[src/rtl/lc3b_types.sv]
// Shared LC-3b types plus the WB forwarding-history entry format.
package lc3b_types;

    typedef logic [2:0]  lc3b_reg;
    typedef logic [15:0] lc3b_word;
    typedef logic [2:0]  lc3b_age;

    // One remembered regfile write; age counts pipeline advances since capture.
    typedef struct packed {
        logic     valid;
        lc3b_reg  sel;
        lc3b_word data;
        lc3b_age  age;
    } wb_hist_entry_t;

    localparam wb_hist_entry_t WB_HIST_RESET = '0;

    // Saturating age increment so long-idle invalid slots never wrap to a young age.
    function automatic lc3b_age age_inc(input lc3b_age a);
        return (a == 3'd7) ? a : a + 3'd1;
    endfunction

endpackage

[src/rtl/wb_hist_slot.sv]
// One history slot: loads a fresh write, takes a shifted-in entry, or ages in
// place, and drops its valid flag once its age reaches AGE_MAX.
module wb_hist_slot
    import lc3b_types::*;
#(
    parameter int AGE_MAX = 2
) (
    input  logic           clk,
    input  logic           reset,
    input  logic           load_new,
    input  logic           load_shift,
    input  logic           age_tick,
    input  logic           clear,
    input  wb_hist_entry_t new_entry,
    input  wb_hist_entry_t shift_entry,
    output wb_hist_entry_t entry_q,
    output logic           valid_nxt
);

    localparam lc3b_age AGE_LIM = lc3b_age'(AGE_MAX);

    wb_hist_entry_t nxt;
    lc3b_age        age_cand;
    logic           keep;

    // Next-state decode: a new write outranks clear (flush+commit keeps the
    // commit); an expiring or invalid entry leaves sel/data untouched.
    always_comb begin
        nxt      = entry_q;
        age_cand = '0;
        keep     = 1'b0;
        if (load_new) begin
            nxt = new_entry;
        end else begin
            if (load_shift) begin
                age_cand  = age_inc(shift_entry.age);
                keep      = shift_entry.valid && (age_cand < AGE_LIM);
                nxt.age   = age_cand;
                nxt.valid = keep;
                if (keep) begin
                    nxt.sel  = shift_entry.sel;
                    nxt.data = shift_entry.data;
                end
            end else if (age_tick) begin
                age_cand  = age_inc(entry_q.age);
                keep      = entry_q.valid && (age_cand < AGE_LIM);
                nxt.age   = age_cand;
                nxt.valid = keep;
            end
            if (clear) begin
                nxt.valid = 1'b0;
            end
        end
    end

    assign valid_nxt = nxt.valid;

    // Slot register with synchronous reset to all-zero.
    always_ff @(posedge clk) begin
        if (reset) begin
            entry_q <= WB_HIST_RESET;
        end else begin
            entry_q <= nxt;
        end
    end

endmodule

[src/rtl/wb_fwd_history.sv]
// Two-entry history of committed regfile writes feeding MEM-stage store-data
// forwarding. Slot 0 is the newest write, slot 1 the one before it.
module wb_fwd_history
    import lc3b_types::*;
#(
    parameter int AGE_MAX = 2
) (
    input  logic        clk,
    input  logic        reset,
    input  logic        advance,
    input  logic        flush,
    input  logic        load_regfile,
    input  logic [2:0]  wb_dest,
    input  logic [15:0] wb_data,
    output logic [2:0]  wb_reg_sel_0,
    output logic [15:0] wb_reg_out_0,
    output logic        wb_valid_0,
    output logic [2:0]  wb_reg_sel_1,
    output logic [15:0] wb_reg_out_1,
    output logic        wb_valid_1,
    output logic [1:0]  hist_count
);

    // A stalled WB write is only captured on the cycle it actually leaves.
    logic capture;
    logic tick;
    assign capture = advance && load_regfile;
    assign tick    = advance && !load_regfile;

    wb_hist_entry_t new_entry;
    wb_hist_entry_t slot0_q;
    wb_hist_entry_t slot1_q;
    logic           valid0_nxt;
    logic           valid1_nxt;

    always_comb begin
        new_entry       = WB_HIST_RESET;
        new_entry.valid = 1'b1;
        new_entry.sel   = wb_dest;
        new_entry.data  = wb_data;
    end

    wb_hist_slot #(.AGE_MAX(AGE_MAX)) u_slot0 (
        .clk         (clk),
        .reset       (reset),
        .load_new    (capture),
        .load_shift  (1'b0),
        .age_tick    (tick),
        .clear       (flush),
        .new_entry   (new_entry),
        .shift_entry (WB_HIST_RESET),
        .entry_q     (slot0_q),
        .valid_nxt   (valid0_nxt)
    );

    // Slot 1 receives whatever slot 0 held when a new write pushes in.
    wb_hist_slot #(.AGE_MAX(AGE_MAX)) u_slot1 (
        .clk         (clk),
        .reset       (reset),
        .load_new    (1'b0),
        .load_shift  (capture),
        .age_tick    (tick),
        .clear       (flush),
        .new_entry   (WB_HIST_RESET),
        .shift_entry (slot0_q),
        .entry_q     (slot1_q),
        .valid_nxt   (valid1_nxt)
    );

    // Occupancy is registered from the slots' next valids so it tracks them exactly.
    always_ff @(posedge clk) begin
        if (reset) begin
            hist_count <= 2'd0;
        end else begin
            hist_count <= {1'b0, valid0_nxt} + {1'b0, valid1_nxt};
        end
    end

    assign wb_reg_sel_0 = slot0_q.sel;
    assign wb_reg_out_0 = slot0_q.data;
    assign wb_valid_0   = slot0_q.valid;
    assign wb_reg_sel_1 = slot1_q.sel;
    assign wb_reg_out_1 = slot1_q.data;
    assign wb_valid_1   = slot1_q.valid;

endmodule

[config.mk]
export PLATFORM = sky130hd
export DESIGN_NAME = wb_fwd_history
export DESIGN_NICKNAME = d
export VERILOG_FILES = /design/src/rtl/lc3b_types.sv /design/src/rtl/wb_hist_slot.sv /design/src/rtl/wb_fwd_history.sv
export SDC_FILE = /design/constraint.sdc
export NUM_CORES = 1
export LEC_CHECK = 0
export BUFFER_PORTS_ARGS = -buffer_cell sky130_fd_sc_hd__buf_2
export CELL_PAD_IN_SITES_DETAIL_PLACEMENT = 1
export CELL_PAD_IN_SITES_GLOBAL_PLACEMENT = 2
export CORE_MARGIN = 4
export CORE_UTILIZATION = 33
export CTS_BUF_LIST = sky130_fd_sc_hd__clkbuf_4 sky130_fd_sc_hd__clkbuf_8
export DETAILED_ROUTE_END_ITERATION = 6
export GPL_TIMING_DRIVEN = 0
export PLACE_DENSITY = 0.95
export SYNTH_ARGS = -nofsm -noshare
export SYNTH_HDL_FRONTEND = slang
export SYNTH_SLANG_ARGS = --single-unit
[constraint.sdc]
create_clock -name clk -period 2.6 [get_ports clk]
set_input_delay 0.26 -clock clk [delete_from_list [all_inputs] [get_ports clk]]
set_output_delay 0.26 -clock clk [all_outputs]
set_load 0.05 [all_outputs]
==> results of run 1 <==
==> synthesized netlist by cell type, types with 2 or more instances <==
cell type / number
nand3_1: 18
nand2_1: 43
nor3_1: 2
and3b_2: 2
o21ai_0: 14
buf_8: 2
buf_6: 2
nor2b_1: 3
dfxtp_1: 48
o21ai_1: 10
dlygate4sd1_1: 2
buf_4: 42
nand3_2: 2
inv_1: 2
clkbuf_4: 2
a211oi_2: 2
a21oi_1: 42
nand3b_1: 2
clkbuf_2: 2
buf_2: 2
ha_1: 3
clkbuf_1: 2
==> power groups by stage <==
stage	logic (µW)	clock network, µW	registers (µW)
3_3_place_gp	224	0	789
6_report	225	429	772
2_1_floorplan	160	0	791
3_5_place_dp	229	0	790
4_1_cts	229	447	773
5_1_grt	246	479	775
==> worst paths after layout <==
kind                            depth (start not counted)                start                   to
worst min-delay path                                    2                flush  u_slot1.entry_q[22]
worst min register to register                          2  u_slot0.entry_q[13]  u_slot0.entry_q[13]
worst max-delay path                                    7   u_slot0.entry_q[0]        hist_count[0]
worst max register to register                          7   u_slot0.entry_q[0]        hist_count[0]
==> through the flow <==
| step | std cells | instance area (µm²) | total power, µW | hold slack [ns] |
|---|---|---|---|---|
| global route | 412 | 2750 | 1500 | 0.157 |
| global placement | 405 | 2670 | 1010 | 0.462 |
| finish | 412 | 2750 | 1430 | 0.151 |
| detailed placement | 405 | 2670 | 1020 | 0.466 |
| floorplan | 264 | 2250 | 952 | 0.339 |
| CTS | 412 | 2750 | 1450 | 0.145 |
==> registers in the layout, summed over array words and instances (netlist names) <==
register and flops:
u_slot1.entry_q 23, u_slot0.entry_q 23, hist_count 2
==> layer usage <==
metal  vias to the layer above  GRT usage (%)  share of wire (%)
met5                         -              0                  0
met4                         0           3.06               0.78
met3                         6           3.75                5.2
met2                        43           24.6                 49
met1                       928           17.6                 45
li1                       1000              -                  -
==> placed cells by master (no fill, tap or decap), types with 2 or more instances in the layout <==
cell / instances
buf_2: 66
dfxtp_1: 48
nand2_1: 43
buf_4: 42
a21oi_1: 42
nand3_1: 18
o21ai_0: 14
o21ai_1: 10
clkbuf_8: 5
nor2b_1: 3
clkbuf_4: 3
ha_1: 3
buf_6: 2
clkbuf_1: 2
buf_8: 2
clkbuf_2: 2
inv_1: 2
and3b_2: 2
a211oi_2: 2
dlygate4sd1_1: 2
nor3_1: 2
nand3b_1: 2
nand3_2: 2
==> cell families after synthesis <==
family / Yosys count / share of synthesized area (%)
flip-flops: 48 / 42.7
AND/OR/NAND/NOR: 79 / 17.5
buffers and inverters: 58 / 19.4
AO/OA/AOI/OAI: 75 / 18.3
adder cells (fa/ha/maj): 3 / 1.67
XOR/XNOR: 1 / 0.390
==> final cells by class <==
cell class / instances / area, µm²
buffer: 56 / 428
clock buffer: 6 / 76.3
clock inverter: 1 / 5.00
fill: 816 / 3750
inverter: 2 / 7.51
multi-input combinational: 158 / 852
sequential: 48 / 961
tap: 77 / 96.3
timing repair buffer: 64 / 320
==> flow_summary.yaml, run 1 <==
outcome:
  status: "finished clean"
timing:
  setup_viol: 0
  period_share_pct: 67.9
  finalHoldViolCount: 0
  maxSlewViolCount: 0
  tns_ns: 0
  relSlewSlack_pct: 67.4
  worstMarginPinSlew_ns: 0.488
  fin_crit_ns: 1.77
  fmax_mhz: 566
  finClkSkew_ns: 0.00246
  layout_setup_ws_ns: 0.833
  rsz0062_at_grt: "false"
floorplanning:
  dieHeight_um: 90.5
  rows: 29
  io_pins: 66
  start_util_pct: 34.6
  die_w_um: 90.5
  die_area_um2: 8200
  core_area_um2: 6490
power_and_ir_drop:
  intPower_uw: 1030
  p_leak_uw: 0.00127
  clockPowerShare_pct: 30.1
  seqPwrFrac_pct: 54.1
  pwr-share-comb_pct: 15.8
  p_sw_share_pct: 27.8
  p_sw_uw: 396
  power.density_nw_per_um2: 520
  peakVddDrop_mv: 0.214
route:
  drt-total-wl_um: 5760
  routed_via_density: 4.80
  vias: 1977
  ant_nets: 0
  wl_per_cell_um: 14.0
  route.detailed.drc: 0
  first_pass_iters: 4
  drtIter0Drc: 49
setup_path:
  cp_max_fo: 10
  crit_chain: "ha_1, nor2b_1, buf_4, a22oi_1, nor2_1, ha_1, nor2b_1"
  path_delay_family: "adder cells"
  startpoint_type: "flip-flop"
  arrival_ns: 1.96
  crit_buf_inv: 1
  r2r_slack_ns: 0.83
  crit_slowest_cell: "dfxtp_1"
  slowest_delay_ns: 0.35
  critPathKind: "flip-flop to flip-flop"
  required_ns: 2.80
  endpoint_kind: "flip-flop"
synthesis:
  synthArstFlopShare_pct: 0
  synth-main-ff-cell: "dfxtp_1"
  yosysSeqAreaShare_pct: 42.7
  synth_edf_count: 0
  synth_cells: 264
  netlist.area_leader.share_pct: 42.7
  synth_warnings: 0
  syn_nets: 291
  syn-cell-area_um2: 2250
  synth-seq-cells: 48
  synth_area_per_cell_um2: 8.52
  synth_cell_type_count: 37
  netlist_top_cells_area: "dfxtp_1 (43%), buf_4 (14%), a21oi_1 (9.3%)"
  synth_top_cell_by_area: "dfxtp_1"
clock_network:
  clock_latency_ns: 0.29
  cts_root_buf: "clkbuf_8"
  cts_hold_buf: 0
  postCtsSetupRepairBufs: 0
  cts_num_sinks: 48
  clkTransAtPathRegs_ns: 0.08
  h-tree-depth: 2
  cts_tree: "done"
  numCtsBuffers: 5
  post_cts_resized: 0
  cts_buffer_depth: 2
placement:
  hpwl_um: 4400
  post-place-ws_ns: 0.840
  gp_congestion: 0.723
  io_buffers: 64
finish:
  nets: 362
  final_util_pct: 42.3
  drive_above_1_share_pct: 39.4
  syn2layout_area_growth_pct: 22.1
  diodes: 0
worst_hold_path:
  hold_path.class: "input pin to flip-flop"
job:
  drv_cap: 0
global_route:
  grt_pass1_wl_um: 9690
  antenna_found_initial: 0
  grt_pass1_vias: 2029
  grt_overflow: 0
  track_usage_pct: 14.2
  grt_max_degree: 14
Power figures use the tool's default switching activity.
==> run 2: changes to the inputs <==
--- a/config.mk
+++ b/config.mk
@@ -5,15 +5,16 @@
 export SDC_FILE = /design/constraint.sdc
 export NUM_CORES = 1
 export LEC_CHECK = 0
+export ABC_AREA = 1
 export BUFFER_PORTS_ARGS = -buffer_cell sky130_fd_sc_hd__buf_2
 export CELL_PAD_IN_SITES_DETAIL_PLACEMENT = 1
 export CELL_PAD_IN_SITES_GLOBAL_PLACEMENT = 2
 export CORE_MARGIN = 4
-export CORE_UTILIZATION = 33
+export CORE_UTILIZATION = 26
 export CTS_BUF_LIST = sky130_fd_sc_hd__clkbuf_4 sky130_fd_sc_hd__clkbuf_8
 export DETAILED_ROUTE_END_ITERATION = 6
 export GPL_TIMING_DRIVEN = 0
-export PLACE_DENSITY = 0.95
+export PLACE_DENSITY = 0.87
 export SYNTH_ARGS = -nofsm -noshare
 export SYNTH_HDL_FRONTEND = slang
 export SYNTH_SLANG_ARGS = --single-unit
==> constraint.sdc (replaced) <==
create_clock -name clk -period 1.6 [get_ports clk]
set_input_delay 0.16 -clock clk [delete_from_list [all_inputs] [get_ports clk]]
set_output_delay 0.16 -clock clk [all_outputs]
set_load 0.05 [all_outputs]
==> run 2 against run 1 <==
Net effect: total power grew 89%; sequential share of layout area is 0.65 points lower; setup slack got worse by 0.72 ns; area after synthesis is 3.8% lower; clock power grew 110%; synthesized cell count grew 7.6%.
==> flow_summary.yaml, run 2 <==
timing:
  rsz0062_at_grt: "false"
  fin_crit_ns: 1.49
  maxSlewViolCount: 0
  worstMarginPinSlew_ns: 0.497
  period_share_pct: 93.2
  layout_setup_ws_ns: 0.109
  setup_viol: 0
  finalHoldViolCount: 0
  finClkSkew_ns: 0.00385
  fmax_mhz: 671
  relSlewSlack_pct: 66.9
synthesis:
  synthArstFlopShare_pct: 0
  synth_warnings: 0
  syn_nets: 311
  synth_cells: 284
  synth_area_per_cell_um2: 7.62
  yosysMostFrequentCell: "nor2_1"
  synth-main-ff-cell: "dfxtp_1"
  netlist_top_cells_area: "dfxtp_1 (44%), nor2_1 (14%), buf_4 (13%)"
  netlist.area_leader.share_pct: 44.4
  synth_edf_count: 0
  yosysSeqAreaShare_pct: 44.4
  syn-cell-area_um2: 2160
  synth_top_cell_by_area: "dfxtp_1"
  synth_cell_type_count: 24
  synth_common_cells: "nor2_1 (83), dfxtp_1 (48), buf_4 (38)"
  synth-seq-cells: 48
route:
  drt-total-wl_um: 5720
  routed_via_density: 4.11
  vias: 1913
  route.detailed.drc: 0
  wl_per_cell_um: 12.3
  first_pass_iters: 4
  drtIter0Drc: 46
  ant_nets: 0
global_route:
  grt_max_degree: 16
  track_usage_pct: 11.6
  grt_pass1_vias: 1935
  grt_pass1_wl_um: 9150
  antenna_found_initial: 0
  grt_overflow: 0
placement:
  dpl_cell_area_um2: 2620
  place_inst: 454
  io_buffers: 65
  post-place-ws_ns: -0.113
  hpwl_um: 4290
  gp_congestion: 0.752
finish:
  final_common_cell: "nor2_1"
  final_util_pct: 34.6
  layout.cells.non_filler: 466
  top_regs: "u_slot0.entry_q: 23 flops, u_slot1.entry_q: 23 flops, hist_count: 2 flops"
  drive_above_1_share_pct: 38.2
  diodes: 0
  final_cell_mix: "nor2_1 (83), buf_2 (68), dfxtp_1 (43)"
  nets: 387
  fin_area_um2: 2820
  syn2layout_area_growth_pct: 30.2
  fill_cells: 1017
floorplanning:
  die_area_um2: 9840
  io_pins: 66
  start_util_pct: 26.6
  dieHeight_um: 99.2
  core_area_um2: 8130
  die_w_um: 99.2
  rows: 33
job:
  drv_cap: 0
power_and_ir_drop:
  p_leak_uw: 0.00141
  total_power_uw: 2700
  peakVddDrop_mv: 0.326
  power.density_nw_per_um2: 960
setup_path:
  slowest_delay_ns: 0.36
  cp_max_fo: 3
  path_delay_family: "adder cells"
  crit_slowest_cell: "dfxtp_2"
  crit_chain: "ha_4, inv_1, nand2_1, nand2_1, nand2_1, nand2_2, nand2_2, inv_1, ha_1, inv_1, nor2_1"
  endpoint_kind: "flip-flop"
  arrival_ns: 1.70
  required_ns: 1.81
  startpoint_type: "flip-flop"
  crit_buf_inv: 3
  critPathKind: "flip-flop to flip-flop"
clock_network:
  clock_latency_ns: 0.31
  cts_num_sinks: 48
  cts_root_buf: "clkbuf_8"
  numCtsBuffers: 5
  clkTransAtPathRegs_ns: 0.09
  cts_hold_buf: 0
  h-tree-depth: 2
  cts_tree: "done"
  cts_buffer_depth: 2
worst_hold_path:
  hold_path.class: "input pin to flip-flop"
outcome:
  status: "finished clean"
==> run 2: cell types whose count changed after synthesis, moves of 4 or more <==
cell | before | now
o21ai_0 | 14 | 21
clkbuf_1 | 2 | 6
buf_4 | 42 | 38
a21oi_1 | 42 | 3
inv_1 | 2 | 17
nor2_1 | 1 | 83
nand2_1 | 43 | 23
nand3_1 | 18 | 5
o21ai_1 | 10 | 19
==> run 2: layout make-up <==
| cell class | count | area (µm²) | share of cell area (%) |
|---|---|---|---|
| inverter | 18 | 72.6 | 2.58 |
| clock inverter | 3 | 42.5 | 1.51 |
| buffer | 48 | 338 | 12.0 |
| clock buffer | 5 | 68.8 | 2.44 |
| tap | 105 | 131 | 4.66 |
| multi-input combinational | 169 | 821 | 29.1 |
| timing repair buffer | 70 | 375 | 13.3 |
| sequential | 48 | 967 | 34.3 |
==> run 2: final timing paths <==
check | start | to | slack [ns] | cells past startpoint
worst max-delay path | u_slot1.entry_q[1] | hist_count[0] | 0.11 | 11
worst min-delay path | reset | u_slot1.entry_q[22] | 0.07 | 2
worst max register to register | u_slot1.entry_q[1] | hist_count[0] | 0.11 | 11
worst min register to register | u_slot1.entry_q[13] | u_slot1.entry_q[13] | 0.49 | 2
==> run 2: through the flow <==
step | setup TNS [ns] | hold slack (ns)
floorplan | 0 | 0.222
global placement | -0.0896 | 0.389
detailed placement | -0.113 | 0.404
CTS | 0 | 0.0631
global route | 0 | 0.0674
finish | 0 | 0.0706
==> run 2: logic make-up (layout without fill, tap and decap cells) <==
family,Yosys count,in the layout,synth area share (%)
buffers and inverters,67,144,19.5
AO/OA/AOI/OAI,47,47,11.3
XOR/XNOR,1,1,0.405
flip-flops,48,48,44.4
adder cells (fa/ha/maj),3,3,1.74
AND/OR/NAND/NOR,118,118,22.6
==> run 2: what timing repair did <==
item / CTS / global route
cloned: 0 / 0
pin swaps: 2 / 3
endpoints found under the hold margin: 0 / 0
gates resized for setup: 3 / 9
setup buffers: 3 / 2
setup endpoints to repair: 2 / 2
==> run 2: per-layer routing <==
metal	share of wire [%]	GRT usage, %	up-vias
met3	5.5	3.23	5
met2	49	20.7	46
met5	0	0	-
li1	-	-	1003
met1	44	13.6	859
met4	1.4	3.36	0
==> run 2: power by group <==
group | internal [µW] | leakage [µW] | switching, µW
clock network | 463 | 0.0000541 | 434
registers | 1250 | 0.000394 | 42.3
logic | 180 | 0.000959 | 332
total | 1890 | 0.00141 | 808
